==> src/rtl/traffic_pkg.sv <==
// Shared types and constants for the two-approach traffic controller:
// phase encoding, light codes and the 7-segment digit table.
package traffic_pkg;

   typedef enum logic [2:0] {
      A_GREEN,
      A_YELLOW,
      B_GREEN,
      B_YELLOW,
      FLASH
   } phase_t;

   localparam logic [2:0] RED = 3'b100;
   localparam logic [2:0] YEL = 3'b010;
   localparam logic [2:0] GRN = 3'b001;
   localparam logic [2:0] OFF = 3'b000;

   localparam logic [6:0] SEG_BLANK  = 7'h7F;
   localparam int         MAX_DIGITS = 8;

   // Active-low segments, bit order {g,f,e,d,c,b,a}
   function automatic logic [6:0] segLut(input logic [3:0] digit);
      logic [6:0] segs;
      case (digit)
         4'd0:    segs = 7'h40;
         4'd1:    segs = 7'h79;
         4'd2:    segs = 7'h24;
         4'd3:    segs = 7'h30;
         4'd4:    segs = 7'h19;
         4'd5:    segs = 7'h12;
         4'd6:    segs = 7'h02;
         4'd7:    segs = 7'h78;
         4'd8:    segs = 7'h00;
         4'd9:    segs = 7'h10;
         default: segs = SEG_BLANK;
      endcase
      return segs;
   endfunction

   // Elaboration-time encoding of a constant, used for the reset image of the displays
   function automatic logic [7*MAX_DIGITS-1:0] segConst(input int value, input int digits,
                                                        input int lzBlank);
      logic [7*MAX_DIGITS-1:0] segs;
      int                      rem;
      segs = '1;
      rem  = value;
      for (int d = 0; d < MAX_DIGITS; d++) begin
         if (d < digits) begin
            if (d == 0 || rem != 0 || lzBlank == 0) begin
               segs[7*d +: 7] = segLut(4'(rem % 10));
            end
            rem = rem / 10;
         end
      end
      return segs;
   endfunction

endpackage

==> src/rtl/seg_digits.sv <==
// Binary value to packed active-low 7-segment digits via combinational
// double-dabble, with optional leading-zero blanking and a whole-display blank.
module seg_digits
   import traffic_pkg::*;
#(
   parameter int DIGITS   = 2,
   parameter int LZ_BLANK = 1,
   parameter int W        = 5
) (
   input  logic [W-1:0]        i_value,
   input  logic                i_blank,
   output logic [7*DIGITS-1:0] o_segs
);

   logic [4*DIGITS-1:0] w_bcd;

   always_comb begin
      w_bcd = '0;
      for (int i = W - 1; i >= 0; i--) begin
         for (int d = 0; d < DIGITS; d++) begin
            if (w_bcd[4*d +: 4] >= 4'd5) begin
               w_bcd[4*d +: 4] = w_bcd[4*d +: 4] + 4'd3;
            end
         end
         w_bcd = {w_bcd[4*DIGITS-2:0], i_value[i]};
      end
   end

   // Walk from the most significant digit; a digit is blanked while everything above it is zero
   always_comb begin
      logic leadZero;
      leadZero = 1'b1;
      o_segs   = '1;
      for (int d = DIGITS - 1; d >= 0; d--) begin
         leadZero = leadZero && (w_bcd[4*d +: 4] == 4'd0);
         if (i_blank) begin
            o_segs[7*d +: 7] = SEG_BLANK;
         end else if (LZ_BLANK != 0 && d != 0 && leadZero) begin
            o_segs[7*d +: 7] = SEG_BLANK;
         end else begin
            o_segs[7*d +: 7] = segLut(w_bcd[4*d +: 4]);
         end
      end
   end

endmodule

==> src/rtl/traffic_countdown_disp.sv <==
// Two-approach traffic light controller with per-approach countdown displays,
// driven from one prescaler and one phase timer so both sides stay in step.
module traffic_countdown_disp
   import traffic_pkg::*;
#(
   parameter int TICK_DIV = 50_000_000,
   parameter int GREEN_T  = 25,
   parameter int YELLOW_T = 5,
   parameter int DIGITS   = 2,
   parameter int LZ_BLANK = 1
) (
   input  logic                clk,
   input  logic                rst_n,
   input  logic                flash_en,
   input  logic                hold,
   output logic [2:0]          light_a,
   output logic [2:0]          light_b,
   output logic [7*DIGITS-1:0] hex_a,
   output logic [7*DIGITS-1:0] hex_b,
   output logic                tick
);

   localparam int PW    = $clog2(GREEN_T + YELLOW_T + 1);
   localparam int PRE_W = $clog2(TICK_DIV);

   localparam logic [PW-1:0]    GREEN_LD  = PW'(GREEN_T);
   localparam logic [PW-1:0]    YELLOW_LD = PW'(YELLOW_T);
   localparam logic [PRE_W-1:0] PRE_LAST  = PRE_W'(TICK_DIV - 1);

   localparam logic [7*MAX_DIGITS-1:0] RST_SEGS_A = segConst(GREEN_T, DIGITS, LZ_BLANK);
   localparam logic [7*MAX_DIGITS-1:0] RST_SEGS_B = segConst(GREEN_T + YELLOW_T, DIGITS, LZ_BLANK);

   if (TICK_DIV < 2 || GREEN_T < 1 || YELLOW_T < 1 || DIGITS < 1 || DIGITS > MAX_DIGITS ||
       GREEN_T + YELLOW_T > 10**DIGITS - 1) begin : g_paramCheck
      $error("traffic_countdown_disp: parameters out of range");
   end

   phase_t               r_state;
   phase_t               w_nextState;
   logic [PW-1:0]        r_ptim;
   logic [PW-1:0]        w_nextPtim;
   logic                 r_blink;
   logic                 w_nextBlink;
   logic [PRE_W-1:0]     r_pre;
   logic                 r_tick;
   logic                 w_leaveFlash;

   logic [2:0]           w_lightA;
   logic [2:0]           w_lightB;
   logic [PW-1:0]        w_valA;
   logic [PW-1:0]        w_valB;
   logic                 w_blankDisp;
   logic [7*DIGITS-1:0]  w_segsA;
   logic [7*DIGITS-1:0]  w_segsB;
   logic [2:0]           r_lightA;
   logic [2:0]           r_lightB;
   logic [7*DIGITS-1:0]  r_hexA;
   logic [7*DIGITS-1:0]  r_hexB;

   assign w_leaveFlash = (r_state == FLASH) && !flash_en;

   // Leaving night mode restarts the tick period so the first green second is full length
   always_ff @(posedge clk or negedge rst_n) begin
      if (!rst_n) begin
         r_pre  <= '0;
         r_tick <= 1'b0;
      end else if (w_leaveFlash) begin
         r_pre  <= '0;
         r_tick <= 1'b0;
      end else if (hold) begin
         r_tick <= 1'b0;
      end else if (r_pre == PRE_LAST) begin
         r_pre  <= '0;
         r_tick <= 1'b1;
      end else begin
         r_pre  <= r_pre + PRE_W'(1);
         r_tick <= 1'b0;
      end
   end

   always_ff @(posedge clk or negedge rst_n) begin
      if (!rst_n) begin
         r_state <= A_GREEN;
         r_ptim  <= GREEN_LD;
         r_blink <= 1'b1;
      end else begin
         r_state <= w_nextState;
         r_ptim  <= w_nextPtim;
         r_blink <= w_nextBlink;
      end
   end

   // A pending tick is honoured even if hold rises with it, since hold only stops the prescaler
   always_comb begin
      w_nextState = r_state;
      w_nextPtim  = r_ptim;
      w_nextBlink = r_blink;
      if (flash_en) begin
         w_nextState = FLASH;
         if (r_tick) begin
            w_nextBlink = ~r_blink;
         end
      end else if (r_state == FLASH) begin
         w_nextState = A_GREEN;
         w_nextPtim  = GREEN_LD;
         w_nextBlink = 1'b1;
      end else if (r_tick) begin
         if (r_ptim == PW'(1)) begin
            case (r_state)
               A_GREEN: begin
                  w_nextState = A_YELLOW;
                  w_nextPtim  = YELLOW_LD;
               end
               A_YELLOW: begin
                  w_nextState = B_GREEN;
                  w_nextPtim  = GREEN_LD;
               end
               B_GREEN: begin
                  w_nextState = B_YELLOW;
                  w_nextPtim  = YELLOW_LD;
               end
               default: begin
                  w_nextState = A_GREEN;
                  w_nextPtim  = GREEN_LD;
               end
            endcase
         end else begin
            w_nextPtim = r_ptim - PW'(1);
         end
      end
   end

   // Decoded from the next-state values so lights and displays land on the same edge as the state
   always_comb begin
      w_lightA    = RED;
      w_lightB    = RED;
      w_valA      = w_nextPtim;
      w_valB      = w_nextPtim;
      w_blankDisp = 1'b0;
      case (w_nextState)
         A_GREEN: begin
            w_lightA = GRN;
            w_valB   = w_nextPtim + YELLOW_LD;
         end
         A_YELLOW: begin
            w_lightA = YEL;
         end
         B_GREEN: begin
            w_lightB = GRN;
            w_valA   = w_nextPtim + YELLOW_LD;
         end
         B_YELLOW: begin
            w_lightB = YEL;
         end
         default: begin
            w_lightA    = w_nextBlink ? YEL : OFF;
            w_lightB    = w_nextBlink ? YEL : OFF;
            w_blankDisp = 1'b1;
         end
      endcase
   end

   seg_digits #(
      .DIGITS   (DIGITS),
      .LZ_BLANK (LZ_BLANK),
      .W        (PW)
   ) u_segA (
      .i_value (w_valA),
      .i_blank (w_blankDisp),
      .o_segs  (w_segsA)
   );

   seg_digits #(
      .DIGITS   (DIGITS),
      .LZ_BLANK (LZ_BLANK),
      .W        (PW)
   ) u_segB (
      .i_value (w_valB),
      .i_blank (w_blankDisp),
      .o_segs  (w_segsB)
   );

   always_ff @(posedge clk or negedge rst_n) begin
      if (!rst_n) begin
         r_lightA <= GRN;
         r_lightB <= RED;
         r_hexA   <= RST_SEGS_A[7*DIGITS-1:0];
         r_hexB   <= RST_SEGS_B[7*DIGITS-1:0];
      end else begin
         r_lightA <= w_lightA;
         r_lightB <= w_lightB;
         r_hexA   <= w_segsA;
         r_hexB   <= w_segsB;
      end
   end

   assign light_a = r_lightA;
   assign light_b = r_lightB;
   assign hex_a   = r_hexA;
   assign hex_b   = r_hexB;
   assign tick    = r_tick;

endmodule

==> config.mk <==
export PLATFORM = sky130hd
export DESIGN_NAME = traffic_countdown_disp
export DESIGN_NICKNAME = d
export VERILOG_FILES = /design/src/rtl/traffic_pkg.sv /design/src/rtl/seg_digits.sv /design/src/rtl/traffic_countdown_disp.sv
export SDC_FILE = /design/constraint.sdc
export NUM_CORES = 1
export LEC_CHECK = 0
export CORE_ASPECT_RATIO = 1.4
export CORE_UTILIZATION = 60
export CTS_BUF_LIST = sky130_fd_sc_hd__clkbuf_2 sky130_fd_sc_hd__clkbuf_4 sky130_fd_sc_hd__clkbuf_8
export CTS_CLUSTER_SIZE = 20
export DETAILED_ROUTE_END_ITERATION = 16
export PLACE_DENSITY = 0.82
export SYNTH_ARGS = -nofsm -noshare
export SYNTH_HDL_FRONTEND = slang
export SYNTH_HIERARCHICAL = 1
export SYNTH_SLANG_ARGS = --single-unit
==> constraint.sdc <==
create_clock -name clk -period 6.5 [get_ports clk]
set_input_delay 0.975 -clock clk [delete_from_list [all_inputs] [get_ports clk]]
set_output_delay 0.975 -clock clk [all_outputs]
set_load 0.05 [all_outputs]
==> flow_summary_export.csv, run 1 <==
group,metric,value,unit
sta,finalCritPeriodShare,0.8560,
route,routed_via_density,6.134,
sta,worst_clock_skew,0.007578,ns
route,avgRoutedWirePerCell,16.03,µm
route,drcViolationCount,0,
floorplanning,die_y,104.7,µm
synthesis,synth.distinct_cells,81,
synthesis,syn_inst,476,
pwr,ir_drop,0.1489,mV
sta,finalSetupTns,0,ns
pwr,power_per_cell_area,201.1,nW/µm²
placement,io_buffers,38,
synthesis,synth_async_sr_flop_share,1.000,
placement,gp_congestion,0.8874,
synthesis,yosys-top-cells-count,"57 x dfrtp_1, 46 x nand2_1, 33 x nor2_1",
worst_setup_path,cpMostUsedCell,"ha_1",
cts,cts_tree,"done",
worst_setup_path,path_delay_family,"simple AND/OR/NAND/NOR gates",
cts,htree_levels,3,
synthesis,syn_nets,498,
synthesis,yosysSeqAreaShare,0.3908,
pwr,power.leakage,2.157,nW
cts,clock_latency,0.36,ns
synthesis,synth_edf_count,0,
synthesis,syn_area,4524,µm²
floorplanning,core-area,7315,µm²
route,firstDrtPassIters,4,
min_path,worstHoldPathType,"reg2reg",
worst_setup_path,slowest_delay,0.60,ns
layout,drive_gt1_frac,0.1297,
worst_setup_path,start_kind,"input pin",
global_routing,antenna_found_initial,0,
route,wl,9.712,mm
synthesis,synth_top_area_frac,0.3153,
sta,final-setup-viol-count,0,
synthesis,ys_warn_count,6,
route,drtAntennaViolNets,0,
layout,areaGrowthSynthToFinish,13.74,%
global_routing,grt_overflow,0,
cts,root_buffer,"clkbuf_8",
worst_setup_path,cpMaxStageDelayCell,"clkdlybuf4s50_1",
cts,cts_setup_buffers,0,
route,via_count,3717,
cts,clk_path_buf_depth,2,
sta,clock.fmax,179.7,MHz
run,maxCapViolations,0,
sta,worst_pin_slew,0.8654,ns
synthesis,synth_area_leaders,"dfrtp_1 32%, dfstp_2 7.5%, ha_1 5.0%",
worst_setup_path,cp_cell_sequence,"clkdlybuf4s50_1 > or3b_1 > or4_4 > o221ai_4 > xor2_1 > inv_1 > ha_1 > o21ai_1 > xnor2_2 > ha_1 > nand2b_1 > a32oi_4 > xnor2_1 > ha_1 > and2_1 > a2111o_1",
global_routing,grt_pass1_vias,3548,
floorplanning,io_pins,39,
sta,relSlewSlack,0.4231,
global_routing,grt_usage,0.2674,
synthesis,yosys.area.top_type,"dfrtp_1",
floorplanning,initial_utilization,0.6185,
synthesis,synth_area_per_cell,9.505,µm²
sta,rsz0062_at_grt,"no",
worst_setup_path,cp.required,6.74,ns
worst_setup_path,end_kind,"flip-flop",
sta,finalHoldViolations,0,
placement,placed_cell_area,4910,µm²
worst_setup_path,worstPathMaxFanout,10,
sta,slew_viol_final,0,
synthesis,synth_ff_type,"dfrtp_1",
cts,cts.reportedPaths.clkPinSlew,0.07,ns
worst_setup_path,crit_arrival,5.80,ns
layout,stdcell_area,5146,µm²
sta,period_minus_slack,5.564,ns
layout,final.fill_count,583,
worst_setup_path,crit_type,"in2reg",
floorplanning,fp.dieArea,7897,µm²
global_routing,grt_pass1_wl,16.06,mm
cts,cts_made_buffers,9,
synthesis,synth_seq_cells,70,
floorplanning,rows,37,
layout,final_nets,526,
synthesis,yosysMostFrequentCell,"dfrtp_1",
layout,diodes,0,
floorplanning,fp.dieW,75.39,µm
status,outcome,"finished clean",
cts,cts-hold-fix-buffers,0,
placement,hpwl,6.874,mm
worst_setup_path,critical_path_buf_inv_count,2,
cts,cts_resized,0,
global_routing,grt_max_degree,71,
cts,clock_sinks,70,
route,drt_iter0_markers,245,
## layout make-up
cell class	count	area (µm²)	share of cell area
Sequential cell	70	1768	0.3435
Multi-Input combinational cell	354	2506	0.4870
Inverter	25	93.84	0.01823
Tap cell	97	121.4	0.02358
Timing Repair Buffer	44	420.4	0.08169
Clock inverter	7	112.6	0.02188
Clock buffer	9	123.9	0.02407
## power breakdown
group | switching [mW] | internal, mW | total, mW
combinational | 0.102 | 0.0500 | 0.152
clock | 0.168 | 0.253 | 0.420
sequential | 0.00885 | 0.454 | 0.463
total | 0.278 | 0.757 | 1.03
## final timing paths
| kind | to | cells after the start | slack, ns | start |
|---|---|---|---|---|
| setup / recovery | hex_a[3] | 16 | 0.94 | flash_en |
| hold / removal | r_blink | 2 | 0.52 | r_blink |
| setup reg to reg | hex_a[3] | 17 | 1.26 | r_ptim[0] |
| hold reg to reg | r_blink | 2 | 0.52 | r_blink |
| max in group asynchronous | hex_b[7] | 2 | 5.13 | rst_n |
| min in group asynchronous | r_pre[22] | 2 | 0.81 | rst_n |
## logic make-up after synthesis
group	share of synthesized area
simple gates	0.2353
flops	0.3908
xor+xnor	0.04425
compound gates	0.2002
buf+inv	0.05641
fa+ha+maj	0.04978
mux	0.02157
other cells	0.001660
## worst min-delay path: cells and delay by family (launching register included)
kind / cells / cell delay, ns
flip-flops: 1 / 0.40
AND/OR/NAND/NOR: 2 / 0.12
## sequential cells by signal (all words and copies together) (netlist names)
| name | flops |
|---|---|
| r_ptim | 5 |
| r_pre | 26 |
| light_b | 3 |
| hex_a | 14 |
| r_state | 3 |
| r_blink | 1 |
| hex_b | 14 |
| light_a | 3 |
| tick | 1 |
## routing by layer
layer / wire length [µm] / track usage / vias to the layer above
met5: 0 / 0 / -
met4: 289 / 0.1587 / 0
met3: 286 / 0.03954 / 22
met2: 5269 / 0.4573 / 78
met1: 3868 / 0.3034 / 1831
li1: - / - / 1786
## metrics by stage
stage	util	instances	hold slack (ns)	power, mW	setup slack, ns
after floorplan	-	476	0.4763	0.5779	1.513
after global placement	0.6712	590	0.5120	0.6207	0.7737
after detailed placement	0.6712	590	0.5167	0.6237	0.6013
after CTS	0.7036	606	0.5277	1.044	0.9702
after global routing	0.7036	606	0.5393	1.072	0.5594
final	0.7036	606	0.5237	1.035	0.9359
## cell usage in the layout (no fill, tap or decap), types with 7 or more instances in the layout
| cell | Yosys | layout |
|---|---|---|
| nand3_1 | 14 | 14 |
| dfstp_2 | 13 | 13 |
| nor3_1 | 9 | 9 |
| nor2_1 | 33 | 33 |
| nand4_1 | 11 | 11 |
| clkbuf_8 | 0 | 9 |
| a21oi_1 | 24 | 24 |
| o21ai_0 | 22 | 22 |
| xnor2_1 | 12 | 12 |
| or4_1 | 9 | 9 |
| a21o_1 | 7 | 7 |
| dfrtp_1 | 57 | 57 |
| nand2b_1 | 7 | 7 |
| clkdlybuf4s50_1 | 0 | 37 |
| nand2_1 | 46 | 46 |
| ha_1 | 18 | 18 |
| inv_1 | 25 | 25 |
| xor2_1 | 9 | 9 |
Note: power is estimated with default switching activity, not from simulation.
==> inputs of run 2 (changes only) <==
Settings changed: RECOVER_POWER set to 100.
==> run 2 against run 1 <==
The run now ends with capacitance limit, slew limit left. Wire length is 0.35% higher. Non-clock buffer count stayed put. Design area shrank 1.6%. Via count about the same. Clock skew shrank 0.00069 ns. Register-to-register slack worse by 0.10 ns. Clock-buffer cell count unchanged. Flip-flop and latch count unchanged. Global-route usage unchanged. Cell count unchanged.
==> flow_summary_export.csv, run 2 (synthesis gave the netlist of run 1 again) <==
group,metric,value,unit
min_path,worstHoldPathType,"reg2reg",
floorplanning,die_y,104.7,µm
pwr,p_clk_frac,0.409,
pwr,total_power,1.025,mW
placement,hpwl,6.874,mm
min_path,hold_depth,2,
worst_setup_path,crit_arrival,6.05,ns
worst_setup_path,cp_cell_sequence,"dlygate4sd3_1 > or4b_1 > nand2_1 > ha_1 > a31oi_1 > o31ai_1 > nand3_1 > xnor2_1 > buf_4 > o21ai_0 > xnor2_1 > ha_1 > nand2b_1 > and4b_1 > or4_1 > a2111oi_2 > a41oi_1",
layout,areaGrowthSynthToFinish,11.95,%
sta,worst_pin_slew,3.663,ns
sta,relSlewSlack,-1.442,
floorplanning,fp.dieW,75.39,µm
sta,finalSetupTns,0,ns
worst_setup_path,crit_start,"flash_en",
pwr,pwr-share-comb,0.140,
placement,dp_cells,590,
min_path,worstHoldEndpoint,"r_blink",
layout,most-common-layout-cells,"57 x dfrtp_1, 46 x nand2_1, 36 x dlygate4sd3_1",
sta,finalCritPeriodShare,0.8986,
worst_setup_path,reg2reg_slack,1.16,ns
worst_setup_path,crit_type,"in2reg",
pwr,power.leakage,2.132,nW
cts,cts-hold-fix-buffers,0,
floorplanning,rows,37,
global_routing,grt_overflow,0,
route,drt_iter0_markers,262,
floorplanning,fp.dieArea,7897,µm²
pwr,p_int,0.7494,mW
worst_setup_path,rr_worst_depth,16,
layout,largest_register_ffs,26,
route,wl,9.746,mm
sta,finalHoldViolations,0,
sta,clock.fmax,171.2,MHz
sta,rsz0062_at_grt,"no",
pwr,power_switching,0.2753,mW
global_routing,grt_max_degree,71,
worst_setup_path,rr_endpoint,"hex_b[4]",
status,outcome,"complete, but fails checks",
cts,cts.reportedPaths.clkPinSlew,0.08,ns
route,via_count,3714,
sta,slew_viol_final,71,
route,drtAntennaViolNets,0,
floorplanning,io_pins,39,
global_routing,antenna_found_initial,0,
pwr,seqPwrFrac,0.451,
cts,cts_tree,"done",
worst_setup_path,start_kind,"input pin",
worst_setup_path,end_kind,"flip-flop",
cts,htree_levels,3,
floorplanning,initial_utilization,0.6185,
min_path,hp-start,"r_blink",
worst_setup_path,r2r_start,"r_ptim[0]",
worst_setup_path,worstPathMaxFanout,18,
sta,period_minus_slack,5.841,ns
cts,cts_setup_buffers,0,
floorplanning,core-area,7315,µm²
cts,root_buffer,"clkbuf_8",
route,avgRoutedWirePerCell,16.08,µm
pwr,power.share.switching,0.2687,
pwr,power_per_cell_area,202.3,nW/µm²
layout,diodes,0,
global_routing,grt_pass1_vias,3548,
cts,clock_latency,0.36,ns
status,violations,"capacitance limit, slew limit",
layout,largest_register,"r_pre",
sta,final-setup-viol-count,0,
worst_setup_path,critical_path_buf_inv_count,2,
layout,drive_gt1_frac,0.1061,
worst_setup_path,cpMaxStageDelayCell,"or4b_1",
route,firstDrtPassIters,5,
pwr,ir_drop,0.1481,mV
placement,io_buffers,38,
global_routing,grt_pass1_wl,16.06,mm
layout,mostFrequentLayoutCell,"dfrtp_1",
placement,gp_congestion,0.8874,
cts,clock_sinks,70,
worst_setup_path,cp_num_cells,17,
worst_setup_path,slowest_delay,0.90,ns
cts,cts_made_buffers,9,
route,routed_via_density,6.129,
sta,worst_clock_skew,0.006889,ns
worst_setup_path,path_delay_family,"simple AND/OR/NAND/NOR gates",
run,maxCapViolations,1,
worst_setup_path,cp.required,6.71,ns
layout,final_nets,526,
global_routing,grt_usage,0.2674,
cts,cts_resized,0,
layout,instances_no_fill,606,
cts,clk_path_buf_depth,2,
route,drcViolationCount,0,
run 2: power groups by stage:
| stage | logic, mW | registers [mW] | clock network [mW] |
|---|---|---|---|
| after floorplan | 0.0613 | 0.517 | 0 |
| after global placement | 0.150 | 0.471 | 0 |
| after detailed placement | 0.152 | 0.471 | 0 |
| after CTS | 0.153 | 0.463 | 0.428 |
| after global routing | 0.154 | 0.464 | 0.445 |
| final | 0.143 | 0.462 | 0.419 |
run 2: worst max-delay path by stage:
stage,slack (ns),endpoint
floorplan,1.51,hex_a[3]
global placement,0.77,hex_a[3]
detailed placement,0.60,hex_a[3]
CTS,0.97,hex_a[3]
global route,0.33,hex_a[3]
finish,0.66,hex_b[4]
run 2: stage by stage:
stage	setup WS [ns]	hold WS, ns	utilization	cell area (µm²)
after floorplan	1.513	0.4763	-	4524
after global placement	0.7737	0.5120	0.6712	4910
after detailed placement	0.6013	0.5167	0.6712	4910
after CTS	0.9702	0.5277	0.7036	5146
after global routing	0.3285	0.5393	0.6924	5065
final	0.6594	0.5272	0.6924	5065
run 2: metal layers:
layer  GRT usage  vias to the layer above  wire [µm]
met4      0.1587                        0        293
met2      0.4573                       83       5222
met5           0                        -          0
met3     0.03954                       23        340
li1            -                     1790          -
met1      0.3034                     1818       3890
run 2: area by class of cell:
| type | count | area, µm² |
|---|---|---|
| Clock buffer | 9 | 123.9 |
| Clock inverter | 7 | 112.6 |
| Timing Repair Buffer | 44 | 409.1 |
| Multi-Input combinational cell | 354 | 2436 |
| Fill cell | 593 | 2250 |
| Sequential cell | 70 | 1768 |
| Inverter | 25 | 93.84 |
| Tap cell | 97 | 121.4 |
run 2: tightest hold or removal path, delay by kind of cell, from the launching register on:
| family | cells | cell delay (ns) |
|---|---|---|
| flops | 1 | 0.40 |
| simple gates | 2 | 0.12 |
==> inputs of run 3 (changes only) <==
Settings changed: GPL_ROUTABILITY_DRIVEN set to 0.
==> results of run 3 <==
Final layout, timing and power as in run 2 (identical DEF).
